$ cat src/rtl/audio_serial_rx.sv
// audio_serial_rx: I2S / left-justified / TDM serial audio receiver with sample FIFO.
// Define AUDIO_RX_SYNC_EN to add two-flop synchronisers on bck, lrck and din.
module audio_serial_rx #(
    parameter int SAMPLE_W = 24,
    parameter int SLOT_W   = 32,
    parameter int CHANNELS = 2,
    parameter int DEPTH    = 4,
    localparam int CW      = (CHANNELS > 2) ? $clog2(CHANNELS) : 1
) (
    input  logic                clk,
    input  logic                rst,
    input  logic                mode,
    input  logic                bck,
    input  logic                lrck,
    input  logic                din,
    output logic [SAMPLE_W-1:0] sample_data,
    output logic [CW-1:0]       sample_ch,
    output logic                sample_valid,
    input  logic                sample_ready,
    output logic                overflow,
    input  logic                overflow_clr,
    output logic                frame_err
);

    localparam int TOTAL = CHANNELS * SLOT_W;
    localparam int FW    = $clog2(TOTAL + 1);
    localparam int SW    = $clog2(SLOT_W);
    localparam int AW    = $clog2(DEPTH);
    localparam int EW    = CW + SAMPLE_W;

    typedef enum logic [1:0] {UNLOCKED, SKIP, SHIFT, PAD} state_t;

    logic [2:0] raw;
    logic [2:0] sync_out;
    logic [2:0] in_r;
    logic       bck_d;

    assign raw = {bck, lrck, din};

`ifdef AUDIO_RX_SYNC_EN
    logic [2:0] sync1;
    logic [2:0] sync2;

    // two-flop synchroniser for the asynchronous serial pins
    always_ff @(posedge clk or posedge rst) begin
        if (rst) begin
            sync1 <= '0;
            sync2 <= '0;
        end else begin
            sync1 <= raw;
            sync2 <= sync1;
        end
    end
    assign sync_out = sync2;
`else
    assign sync_out = raw;
`endif

    // input register plus delayed bck for rising-edge detection
    always_ff @(posedge clk or posedge rst) begin
        if (rst) begin
            in_r  <= '0;
            bck_d <= 1'b0;
        end else begin
            in_r  <= sync_out;
            bck_d <= in_r[2];
        end
    end

    logic ev, l_v, d_v;
    assign ev  = in_r[2] & ~bck_d;
    assign l_v = in_r[1];
    assign d_v = in_r[0];

    state_t              state;
    logic [FW-1:0]       fcnt;
    logic [SW-1:0]       scnt;
    logic [CW-1:0]       ch;
    logic [SAMPLE_W-1:0] sh;
    logic                lrck_p;
    logic                prev_vld;
    logic                push_q;
    logic [EW-1:0]       push_word;

    logic                fall, rise, start, opp;
    logic [SAMPLE_W-1:0] shifted;

    assign fall    = prev_vld & lrck_p & ~l_v;
    assign rise    = prev_vld & ~lrck_p & l_v;
    assign start   = mode ? rise : fall;
    assign opp     = mode ? fall : rise;
    assign shifted = {sh[SAMPLE_W-2:0], d_v};

    // frame tracker: fcnt is the index of the current bit within the frame,
    // the frame-edge bit being index 0; SKIP means the I2S edge bit was dropped
    always_ff @(posedge clk or posedge rst) begin
        if (rst) begin
            state     <= UNLOCKED;
            fcnt      <= '0;
            scnt      <= '0;
            ch        <= '0;
            sh        <= '0;
            lrck_p    <= 1'b0;
            prev_vld  <= 1'b0;
            push_q    <= 1'b0;
            push_word <= '0;
            frame_err <= 1'b0;
        end else begin
            push_q    <= 1'b0;
            frame_err <= 1'b0;
            if (ev) begin
                lrck_p   <= l_v;
                prev_vld <= 1'b1;
                fcnt     <= fcnt + FW'(1);
                if (start) begin
                    if (state != UNLOCKED && fcnt != FW'(TOTAL))
                        frame_err <= 1'b1;
                    fcnt <= FW'(1);
                    ch   <= '0;
                    if (mode) begin
                        state <= SHIFT;
                        sh    <= shifted;
                        scnt  <= SW'(1);
                    end else begin
                        state <= SKIP;
                        scnt  <= '0;
                    end
                end else if (state != UNLOCKED && fcnt == FW'(TOTAL)) begin
                    frame_err <= 1'b1;
                    state     <= UNLOCKED;
                end else begin
                    if (CHANNELS == 2 && opp && state != UNLOCKED &&
                        fcnt != FW'(SLOT_W))
                        frame_err <= 1'b1;
                    unique case (state)
                        UNLOCKED: ;
                        SKIP, SHIFT: begin
                            sh    <= shifted;
                            scnt  <= scnt + SW'(1);
                            state <= SHIFT;
                            if (scnt == SW'(SAMPLE_W - 1)) begin
                                push_q    <= 1'b1;
                                push_word <= {ch, shifted};
                                if (SLOT_W > SAMPLE_W) begin
                                    state <= PAD;
                                end else begin
                                    scnt <= '0;
                                    if (ch != CW'(CHANNELS - 1))
                                        ch <= ch + CW'(1);
                                    else
                                        state <= PAD;
                                end
                            end
                        end
                        PAD: begin
                            scnt <= scnt + SW'(1);
                            if (scnt == SW'(SLOT_W - 1)) begin
                                scnt <= '0;
                                if (ch != CW'(CHANNELS - 1)) begin
                                    ch    <= ch + CW'(1);
                                    state <= SHIFT;
                                end
                            end
                        end
                    endcase
                end
            end
        end
    end

    logic [EW-1:0] mem [DEPTH];
    logic [AW:0]   wp, rp;
    logic          full, pop, wr;

    assign full         = (wp[AW] != rp[AW]) && (wp[AW-1:0] == rp[AW-1:0]);
    assign sample_valid = (wp != rp);
    assign pop          = sample_valid & sample_ready;
    assign wr           = push_q & (~full | pop);

    assign {sample_ch, sample_data} = mem[rp[AW-1:0]];

    // output FIFO with sticky overflow; a pop frees room for a same-cycle push
    always_ff @(posedge clk or posedge rst) begin
        if (rst) begin
            wp       <= '0;
            rp       <= '0;
            overflow <= 1'b0;
            for (int i = 0; i < DEPTH; i++)
                mem[i] <= '0;
        end else begin
            if (wr) begin
                mem[wp[AW-1:0]] <= push_word;
                wp              <= wp + (AW+1)'(1);
            end
            if (pop)
                rp <= rp + (AW+1)'(1);
            if (push_q && full && !pop)
                overflow <= 1'b1;
            else if (overflow_clr)
                overflow <= 1'b0;
        end
    end

endmodule
$ cat config.mk
export PLATFORM = sky130hd
export DESIGN_NAME = audio_serial_rx
export DESIGN_NICKNAME = d
export VERILOG_FILES = /design/src/rtl/audio_serial_rx.sv
export SDC_FILE = /design/constraint.sdc
export NUM_CORES = 1
export LEC_CHECK = 0
export CAP_MARGIN = 20
export CORE_MARGIN = 1
export CORE_UTILIZATION = 59
export DETAILED_ROUTE_END_ITERATION = 7
export PLACE_DENSITY = 0.78
export SETUP_SLACK_MARGIN = 0.02
export SYNTH_ARGS = -nofsm -noshare
export SYNTH_HDL_FRONTEND = slang
export SYNTH_SLANG_ARGS = --single-unit
$ cat constraint.sdc
create_clock -name clk -period 6.6 [get_ports clk]
set_clock_uncertainty 0.2 [all_clocks]
set_input_delay 0.66 -clock clk [delete_from_list [all_inputs] [get_ports clk]]
set_output_delay 0.66 -clock clk [all_outputs]
set_load 0.02 [all_outputs]
-- Word-level counts from Yosys, hierarchy flattened
Cells that the tools add are included.
- add/sub/neg operators: 5
- multiply operators: 0
- div/mod/pow operators: 0
- order comparisons: 3
- equal/unequal tests: 15
- shifts and indexed selects: 0
- mux-type cells: 42
- bitwise logic cells: 16
- reductions and logical operators: 22
- operators by type and width (kind ; count):
    $bwmux 100 ; 1
    $mux 23 ; 4
    $mux 25 ; 3
    $bmux 25 s2 ; 1
    $demux 25 s2 ; 1
    $mux 1 ; 21
    $mux 5 ; 3
    $reduce_and 4->1 ; 3
    $eq 5x5->1 const B ; 2
    $mux 2 ; 5
    $pmux 5 s2 ; 1
    $reduce_bool 2->1 ; 5
    $logic_and 1x1->1 ; 8
    $ne 4x4->1 const B ; 2
    $add 7x1->7 const B ; 1
    $and 1x1->1 ; 7
    $eq 7x7->1 const B ; 1
    $mux 7 ; 1
    $ne 7x6->1 const B ; 1
    $ne 7x7->1 const B ; 1
    $add 3x1->3 const B ; 2
    $ge 3x3->1 const B ; 2
    $not 1->1 ; 6
    $not 2->3 ; 2
    other kinds (17) ; 19
- flip-flop bits (word level): 178
- latch bits: 0
- bits in writable memories: 0
- memory bits (read-only): 0
- input port bits: 8
- word-level logic and storage cells: 122
- memories: 0

-- Depth between registers and ports, before layout
- depth after elaboration: 10
- gate-level depth with buffers: 8

-- Worst setup path before layout
OpenSTA, ideal clock, no wires.
- kind: input to register
- from: input port mode
- to: register sh[0]
- setup time: 127 ps
- data arrival time: 2047 ps
- data required time: 6273 ps
- setup slack: 4226 ps
- stages on the path: 6
- path buffers: 2
- cell sequence: and4bb_1 buf_6 nor2_2 a2111oi_4 buf_6 mux2_1
- longest elaborated chain between the ends: 3
- elaborated cells between the ends (all ways): 6
- classes of those cells: eq/ne (2); mux (2); reduce/logical (2)
- ends and longest elaborated chain (what ; line ; text):
    from (decl) ; 12 ; input logic mode,
    $mux 1 ; 90 ; assign start = mode ? rise : fall;
    $ne 2x2->1 (no line) / $reduce_bool 2->1 (equally long branches) ; - ;
    $reduce_and 4->1 (no line) ; - ;
    to (signal assigned) ; 122 ; sh <= shifted;
    to (signal assigned) ; 138 ; sh <= shifted;
    to (decl) ; 79 ; logic [SAMPLE_W-1:0] sh;
Several ways; a longest one is shown, not always the timed one.
A chain may end at the register's enable or synchronous reset.

-- Worst setup path after layout
- from: register rp[0]
- to: output port sample_data[18]
- longest elaborated chain between the ends: 4
- ends and longest elaborated chain (what ; line ; text):
    from (decl) ; 172 ; logic [AW:0] wp, rp;
    from (signal assigned) ; 196 ; rp <= rp + (AW+1)'(1);
    $not 2->3 (not written as such) ; 180 ; assign {sample_ch, sample_data} = mem[rp[AW-1:0]];
    $bmux 25 s2 ; 180 ;
    $mux 25 (not written as such) (2 in a row) ; 180 ;
    to (decl) ; 16 ; output logic [SAMPLE_W-1:0] sample_data,
No other way between the ends. The select of a mux whose other input is x is not followed.

==> flow_summary_export.csv <==
group,metric,value,unit
final_layout,n_antenna_cell,0,
global_routing,grt-ovfl-total,0,
sta,fin_crit_sh,53.2,%
routing,num_vias,4221,
flow_run,maxCapViolations,0,
synth,synth_xor_xnor_area_share,0.779,%
final_layout,drive_gt1_share,37.0,%
sta,max_freq,285,MHz
synth,synth-edff-count,0,
global_routing,grt_pass1_vias,4515,
worst_setup_path,r2r_setup_slack,3520,ps
worst_hold_path,hold_class,"reg -> reg",
synth,syn-cell-area,7870,sq um
synth,ys_ff_latch,178,
worst_setup_path,required,5740,ps
routing,dr.pass1.iters,4,
synth,synth.area.top_cells,"dfrtp_1 57%, mux2_2 16%, mux4_2 7.2%, mux2_4 3.6%, mux2_1 2.9%",
clocking,insertion_delay,420,ps
synth,synth_top_family_by_area,"multiplexers",
worst_setup_path,path_max_fanout,28,
synth,syn_avg_cell_area,15.7,sq um
clocking,post_cts_resized,0,
clocking,cts-htree-levels,4,
synth,synth_adder_area_share,1.75,%
global_routing,grt_max_degree,109,
synth,async_flop_share,100,%
worst_setup_path,worst_setup_path_end_kind,"output port",
worst_setup_path,startpoint_type,"register",
clocking,cts.clk_slew.worst_paths,60,ps
synth,synth-warning-count,0,
worst_hold_path,min-delay-start,"in_r[2]",
clocking,cts.sinks,178,
placed_design,dp_hpwl,8.47,mm
worst_hold_path,min_path_cells,0,
clocking,cts_setup_buffers,0,
worst_setup_path,worstSetupPathType,"reg -> out",
synth,synth_cell_types,50,
outcome,outcome,"finished, final reports clean",
routing,via_per_inst,5.83,
global_routing,grt_pass1_wl,23.8,mm
sta,tightest_slew,1010,ps
final_layout,stdcell_area,8950,sq um
power_and_ir_drop,powerDensity,307,nW/um^2
synth,synth_nets,522,
floorplan,die_area,13800,sq um
synth,synthFlopType,"dfrtp_1",
synth,synth-simple-area-share,4.40,%
sta,rsz0062_at_grt,"false",
worst_setup_path,reg2reg_depth,4,
worst_setup_path,arrival,2650,ps
clocking,cts_made_buffers,17,
final_layout,nets,558,
routing,drt_iter0_markers,202,
clocking,clk_path_buf_depth,2,
sta,drv_slew,0,
placed_design,gp_congestion,0.876,
sta,tns,0,ps
clocking,root_buffer,"clkbuf_16",
placed_design,numPortBuffers,35,
synth,yosys.area.top_type_share,56.6,%
sta,hold_viol,0,
global_routing,grtUsageTotal,22.5,%
synth,synth_mux_area_share,29.8,%
worst_setup_path,r2r-start,"rp[0]",
final_layout,fillCellCount,850,
routing,drc,0,
clocking,cts_tree,"done",
global_routing,antenna_found_initial,0,
synth,synth_top_area_cell,"dfrtp_1",
routing,antenna_left,0,
sta,relSlewSlack,32.6,%
sta,finalSetupViolCount,0,
final_layout,syn2layout_area_growth,13.7,%
placed_design,placed_cells,692,
synth,syn_inst,503,
sta,fin_crit,3510,ps
worst_setup_path,reg2reg_to,"mem[3]",
routing,wl,14.1,mm
clocking,ctsHoldBuffers,0,
floorplan,rows,41,
floorplan,core_region_area,12800,sq um
floorplan,die_x,118,microns
floorplan,ios,36,
power_and_ir_drop,leakage,0.00428,uW
placed_design,place_area,8290,sq um
floorplan,chipHeight,118,microns
final_layout,final_cells,724,
power_and_ir_drop,peakVddDrop,0.210,mV
worst_hold_path,holdPathEnd,"bck_d",
synth,synth_compound_area_share,3.80,%
routing,wire_per_inst,19.4,microns
floorplan,start_util,61.4,%
synth,yosysSeqAreaShare,56.6,%
-- Yosys cell counts (all sizes together), types with 3 or more instances --
master	n
clkbuf	4
a21oi	9
ha	11
mux2	150
xnor2	6
buf	18
mux4	25
nand2b	3
inv	12
a22o	3
nor3	6
nand2	15
o21ai	15
nor2	5
a2111oi	3
dfrtp	178
and3	5
nand3b	6
nand3	4
-- registers in the layout, summed over array words and instances, names as in the netlist --
register,cells
bck_d,1
ch,1
fcnt,7
frame_err,1
in_r,3
lrck_p,1
mem,100
overflow,1
prev_vld,1
push_q,1
push_word,25
rp,3
scnt,5
sh,23
state,2
wp,3
-- metrics by stage --
stage	hold WS [ps]	setup slack (ps)	total power [uW]	util, %
after CTS	201	2990	2790	69.8
after detailed placement	187	3310	1670	64.6
after global routing	224	2910	2870	69.8
final	194	3090	2750	69.8
after floorplan	168	910	1570	-
after global placement	182	3390	1650	64.6
-- where the power goes --
group,internal [uW],total [uW],switching (uW),leakage (uW)
Sequential,1170,1310,139,0.00243
Clock,692,1100,413,0.000308
Combinational,177,331,155,0.00154
Total,2040,2750,707,0.00428
-- cell usage in the layout (no fill, tap or decap), types with 2 or more instances in the layout --
| cell type | count |
|---|---|
| mux2_1 | 20 |
| clkbuf_8 | 2 |
| ha_1 | 11 |
| nor3_1 | 5 |
| a2111oi_0 | 2 |
| dfrtp_1 | 177 |
| mux4_2 | 25 |
| mux2i_1 | 2 |
| inv_1 | 11 |
| clkbuf_16 | 17 |
| a31oi_1 | 2 |
| o21ai_0 | 14 |
| clkinvlp_4 | 5 |
| mux2_2 | 111 |
| nand2b_1 | 3 |
| nand2_1 | 11 |
| a21oi_1 | 9 |
| xnor2_1 | 6 |
| mux2_4 | 19 |
| nor2_1 | 4 |
| nor2b_1 | 2 |
| inv_6 | 2 |
| nand3_1 | 4 |
| a22o_1 | 3 |
| and3_1 | 5 |
| clkdlybuf4s50_1 | 35 |
| nand4_1 | 2 |
| buf_4 | 4 |
| nand2_2 | 4 |
| clkinv_2 | 2 |
| nand3b_1 | 6 |
| bufinv_16 | 5 |
-- cell type report --
class,count,area (sq um),area share (%)
multi-input combinational,291,3190,35.6
clock inverter,13,206,2.31
inverter,12,50.0,0.559
tap,172,215,2.40
clock buffer,19,453,5.06
timing repair buffer,39,380,4.25
sequential,178,4460,49.8
-- metal layers --
metal,GRT usage [%],wire [microns]
met5,0,0
met4,7.05,165
met3,4.99,401
met2,37.4,7180
met1,29.7,6310
-- worst max path at each step --
stage | end | cells past startpoint | from
global placement | push_word[11] | 6 | mode
CTS | sample_ch | 2 | rp[0]
detailed placement | push_word[10] | 6 | mode
floorplan | bck_d | 1 | rst
global route | sample_valid | 3 | rp[0]
finish | sample_data[18] | 2 | rp[0]
-- critical path, cell delays in order, from the launching register on --
cell             delay, ps
dfrtp_2               1010
mux4_2                 620
clkdlybuf4s50_1        560
-- cells by family (layout without fill, tap and decap cells) --
logic type                 Yosys count  after routing
AOI/OAI and AO/OA                   41             41
xor gates and xnor gates             7              7
adders and majority gates           11             11
buffers and inverters               34             83
DFF                                178            178
muxes                              177            177
and+or+nand+nor                     55             55
No activity file was read; power rests on OpenSTA's default activity.
